`config.mk`:
```
export PLATFORM = sky130hd
export DESIGN_NAME = grf_scoreboard
export DESIGN_NICKNAME = d
export VERILOG_FILES = /design/src/rtl/grf_scoreboard.sv
export SDC_FILE = /design/constraint.sdc
export NUM_CORES = 2
export LEC_CHECK = 0
export CAP_MARGIN = 40
export CORE_MARGIN = 2
export CORE_UTILIZATION = 37
export CTS_BUF_LIST = sky130_fd_sc_hd__clkbuf_4 sky130_fd_sc_hd__clkbuf_8
export CTS_CLUSTER_DIAMETER = 150
export DETAILED_ROUTE_END_ITERATION = 10
export RECOVER_POWER = 25
export SYNTH_ARGS = -nofsm -noshare
export SYNTH_HDL_FRONTEND = slang
export SYNTH_SLANG_ARGS = --single-unit
export TNS_END_PERCENT = 10
```
`constraint.sdc`:
```
create_clock -name clk -period 7.1 [get_ports clk]
set_input_delay 1.775 -clock clk [delete_from_list [all_inputs] [get_ports clk]]
set_output_delay 1.775 -clock clk [all_outputs]
set_load 0.01 [all_outputs]
```
`src/rtl/grf_scoreboard.sv`:
```
// Parametrised register file with write bypass, two write ports, a per-register
// pending-write scoreboard for hazard stalls, and registered writeback trace outputs.
module grf_scoreboard #(
   parameter int DATA_W = 32,
   parameter int ADDR_W = 5,
   parameter int NUM_RD = 2,
   parameter int PEND_W = 2
) (
   input  logic                       clk,
   input  logic                       reset,
   input  logic [NUM_RD*ADDR_W-1:0]   rd_addr,
   output logic [NUM_RD*DATA_W-1:0]   rd_data,
   output logic [NUM_RD-1:0]          rd_busy,
   input  logic                       wa_en,
   input  logic [ADDR_W-1:0]          wa_addr,
   input  logic [DATA_W-1:0]          wa_data,
   input  logic [31:0]                wa_pc,
   input  logic                       wb_en,
   input  logic [ADDR_W-1:0]          wb_addr,
   input  logic [DATA_W-1:0]          wb_data,
   input  logic [31:0]                wb_pc,
   input  logic                       iss_en,
   input  logic [ADDR_W-1:0]          iss_addr,
   output logic                       iss_ready,
   output logic                       err,
   output logic [1:0]                 trc_valid,
   output logic [63:0]                trc_pc,
   output logic [2*ADDR_W-1:0]        trc_addr,
   output logic [2*DATA_W-1:0]        trc_data
);

   localparam int DEPTH = 2**ADDR_W;
   localparam logic [PEND_W-1:0] PMAX = '1;

   logic [DATA_W-1:0] mem       [DEPTH];
   logic [PEND_W-1:0] pend      [DEPTH];
   logic [PEND_W-1:0] pend_next [DEPTH];

   // Read ports: bypass from the writes being presented this cycle, A before B.
   for (genvar gi = 0; gi < NUM_RD; gi++) begin : g_rd
      logic [ADDR_W-1:0] a;
      logic              hit_a;
      logic              hit_b;
      logic [PEND_W+1:0] cur;
      logic [PEND_W+1:0] dec;
      assign a     = rd_addr[gi*ADDR_W +: ADDR_W];
      assign hit_a = wa_en && (wa_addr == a);
      assign hit_b = wb_en && (wb_addr == a);
      assign cur   = {2'b00, pend[a]};
      assign dec   = {{PEND_W{1'b0}}, 2'(hit_a) + 2'(hit_b)};
      assign rd_busy[gi] = (a != '0) && (cur > dec);
      assign rd_data[gi*DATA_W +: DATA_W] = (a == '0) ? '0 :
                                            hit_a     ? wa_data :
                                            hit_b     ? wb_data : mem[a];
   end

   // Per-register counter update: issue increments only below PMAX,
   // retirements decrement with a floor at zero.
   for (genvar gr = 0; gr < DEPTH; gr++) begin : g_pend
      logic              inc;
      logic [PEND_W+1:0] dec;
      logic [PEND_W+1:0] sum;
      assign inc = iss_en && (iss_addr == ADDR_W'(gr)) && (pend[gr] != PMAX);
      assign dec = {{PEND_W{1'b0}},
                    2'(wa_en && (wa_addr == ADDR_W'(gr))) +
                    2'(wb_en && (wb_addr == ADDR_W'(gr)))};
      assign sum = {2'b00, pend[gr]} + {{(PEND_W+1){1'b0}}, inc};
      if (gr == 0) begin : g_zero
         assign pend_next[gr] = '0;
      end else begin : g_nz
         assign pend_next[gr] = (sum > dec) ? PEND_W'(sum - dec) : '0;
      end
   end

   assign iss_ready = (iss_addr == '0) || (pend[iss_addr] != PMAX);

   always_ff @(posedge clk) begin
      if (reset) begin
         for (int r = 0; r < DEPTH; r++) begin
            mem[r]  <= '0;
            pend[r] <= '0;
         end
         err       <= 1'b0;
         trc_valid <= 2'b00;
         trc_pc    <= '0;
         trc_addr  <= '0;
         trc_data  <= '0;
      end else begin
         // B is written first so that A overrides it on an address collision.
         if (wb_en && (wb_addr != '0)) mem[wb_addr] <= wb_data;
         if (wa_en && (wa_addr != '0)) mem[wa_addr] <= wa_data;
         for (int r = 0; r < DEPTH; r++) pend[r] <= pend_next[r];
         if (iss_en && !iss_ready) err <= 1'b1;
         trc_valid <= {wb_en, wa_en};
         if (wa_en) begin
            trc_pc[31:0]            <= wa_pc;
            trc_addr[ADDR_W-1:0]    <= wa_addr;
            trc_data[DATA_W-1:0]    <= wa_data;
         end
         if (wb_en) begin
            trc_pc[63:32]               <= wb_pc;
            trc_addr[2*ADDR_W-1:ADDR_W] <= wb_addr;
            trc_data[2*DATA_W-1:DATA_W] <= wb_data;
         end
      end
   end

endmodule
```
==> metrics.md <==
| Metric | Value |
|---|---|
| Routed WL | `~300 mm` |
| Std-Cell Rows | `around 160` |
| Number of enable flip-flop cells after synthesis | `about 1000` |
| Fmax | `between 100 and 150 MHz` |
| Critical Path Max Stage Delay | `0.68 ns` |
| Count leader, synth | `edfxtp_1` |
| Clock Latency Late Sink | `0.98 ns` |
| Max H-tree Level | `4` |
| Type of origin of the critical path | `primary input` |
| IO Pins | `between 300 and 400` |
| Yosys top cell by area | `edfxtp_1` |
| Fin crit share | `0.991` |
| Vias in the first global route | `around 56000` |
| Maximum capacitance violations | `6` |
| Power Density | `215 nW/um^2` |
| Nets | `6169` |
| Worst EP required | `5.33 ns` |
| Yosys warning count | `0` |
| GP Congestion | `0.929` |
| Setup bufs post-CTS | `0` |
| Count of final hold-check violations | `0` |
| Max-slew violation count | `284` |
| Root Buffer | `clkbuf_8` |
| CTS sink cnt | `1227` |
| Post-detailed-route count of antenna-violating nets | `0` |
| Worst path slowest cell | `o22ai_1` |
| Worst slew pin tran | `3.81 ns` |
| Pin count of the biggest net entering global routing | `119` |
| Endpoint class of the critical path | `output pin` |
| Synth top cells by count | `1024 x edfxtp_1, 836 x a22o_1, 575 x clkbuf_1` |
| Async S/R FF share, synth | `0` |
| Top_reg_cell synth | `edfxtp_1` |
| Largest buffer count on any clock path | `3` |
| Seq cells post-synth | `1227` |
| Clk slew on worst S/H paths | `about 0.07 ns` |
| Worst slew margin | `-1.54` |
| Initial core utilization | `0.371` |
| Area contributors post-synth | `edfxtp_1 43%, mux4_2 17%, a22o_1 10%` |
| Post-Syn Area | `72200 um^2` |
| Setup Skew | `0.0319 ns` |
| Synth Area per Inst | `12.9 um^2` |
| Dpl hpwl | `188 mm` |
| Share of cells above drive strength 1 | `0.242` |
| Total power | `18.1 mW` |
| Crit-path cells | `buf_8 > buf_12 > buf_12 > mux4_2 > mux2_2 > o22ai_1 > nor3_1 > buf_4 > a221o_1 > clkdlybuf4s50_1` |
| Port Buf Inserts | `365` |
| Failing checks | `capacitance limit, slew limit` |
| Final setup fails | `0` |
| Core Footprint | `approximately 200000 um^2` |
| Total CTS buffers | `206` |
| Sequential area share after synthesis | `0.483` |
| Syn Inst Count | `5609` |
| Critical path class | `primary input to output pin` |
| RSZ-0062 raised after global routing | `no` |
| Worst Hold Class | `register to register` |
| DIE AREA | `199000 um^2` |
| Routed WL per cell | `34.9 um` |
| # DRC | `0` |
| CP most frequent cell | `buf_12` |
| Status | `finished with violations` |
| Routed via count | `56600` |
| DR pass1 iterations | `8` |
| Horiz. Die Dim | `about 450 um` |
| Setup TNS | `0 ns` |
| CP Max Fanout | `24` |
| VDD IR-drop max | `0.209 mV` |
| Area grow syn2layout | `16.8%` |
| Final global-route overflow total | `0` |
| Initial drt markers | `7423` |
| Antenna violations before repair | `20` |
| Die Span Y | `446 um` |
| First-pass GRT wire length | `about 420 mm` |
| Arrival @ worst endpoint | `5.26 ns` |
| Leak | `30.3 nW` |
| Synth top area share | `0.426` |
| Vias per Instance | `6.60` |
| Netlist cell types | `49` |
| Period minus WS final | `7.04 ns` |
| GRT Total Usage | `0.296` |
| CTS tree | `built` |
[worst max-delay path, delay by kind of cell]
kind	cells	cell delay [ns]
compound gates	2	0.95
buf+inv	5	1.48
mux	2	0.83
simple gates	1	0.09
[sequential cells by signal (all words and copies together), names as in the netlist]
register / flops
mem: 1024
pend: 62
trc_valid: 2
trc_addr: 10
err: 1
trc_pc: 64
trc_data: 64
[power by group]
part           leakage, nW  switching (mW)  internal (mW)
combinational         16.6            1.74           1.27
clock                 2.24            3.19           3.47
sequential            11.4           0.210           8.22
total                 30.3            5.14           13.0
[area by class of cell]
| type | count | area, um^2 |
|---|---|---|
| clock buffers | 289 | 3540 |
| clock inverters | 93 | 678 |
| well taps | 2542 | 3180 |
| repair buffers | 768 | 7190 |
| fillers | 17400 | 110000 |
| flip-flops and latches | 1227 | 34800 |
| inverters | 91 | 342 |
| diodes | 8 | 20.0 |
| multi-input cells | 3556 | 34500 |
[through the flow]
step	instance area [um^2]	util	instances	hold WS, ns	setup WS (ns)
after floorplan	72300	-	5640	0.493	0.892
after global placement	79800	0.410	8158	0.458	0.0517
after detailed placement	80200	0.413	8181	0.465	0.147
after CTS	84400	0.434	8563	0.476	0.140
after global routing	84300	0.434	8571	0.487	0.0464
final	84300	0.434	8574	0.470	0.0636
[cells in the final DEF, fill, tap and decap left out, types with 185 or more instances in the layout]
cell,instances
a22o_1,836
buf_4,321
clkbuf_8,219
clkdlybuf4s50_1,185
dfxtp_1,203
edfxtp_1,1024
mux2i_1,333
mux4_2,529
nand2_1,347
nor2_1,293
o21ai_0,193
[kinds of logic after synthesis]
| logic type | share of synthesized area |
|---|---|
| AO/OA/AOI/OAI | 0.151 |
| XOR/XNOR | 0.00243 |
| adder cells (fa/ha/maj) | 0.0311 |
| AND/OR/NAND/NOR | 0.0640 |
| other | 0.0000520 |
| buffers and inverters | 0.0465 |
| flip-flops | 0.483 |
| multiplexers | 0.222 |
[final timing paths]
path,from,end,slack (ns),cells past startpoint
min reg2reg,err,err,0.47,2
min,err,err,0.47,2
max reg2reg,pend[11][1],err,4.97,5
max,rd_addr[5],rd_data[52],0.06,10
[metal layers]
| layer | vias up | share of wire | GRT usage |
|---|---|---|---|
| met5 | - | 0.00050 | 0 |
| met2 | 4219 | 0.45 | 0.463 |
| met1 | 28400 | 0.34 | 0.346 |
| met3 | 1153 | 0.12 | 0.0866 |
| li1 | 22800 | - | - |
| met4 | 12 | 0.084 | 0.214 |
[what timing repair did]
| action | 4_1_cts | 5_1_grt |
|---|---|---|
| setup endpoints to repair | 0 | 3 |
| gates resized for setup | 0 | 2 |
| hold buffers | 0 | 0 |
Power figures use the tool's default switching activity.
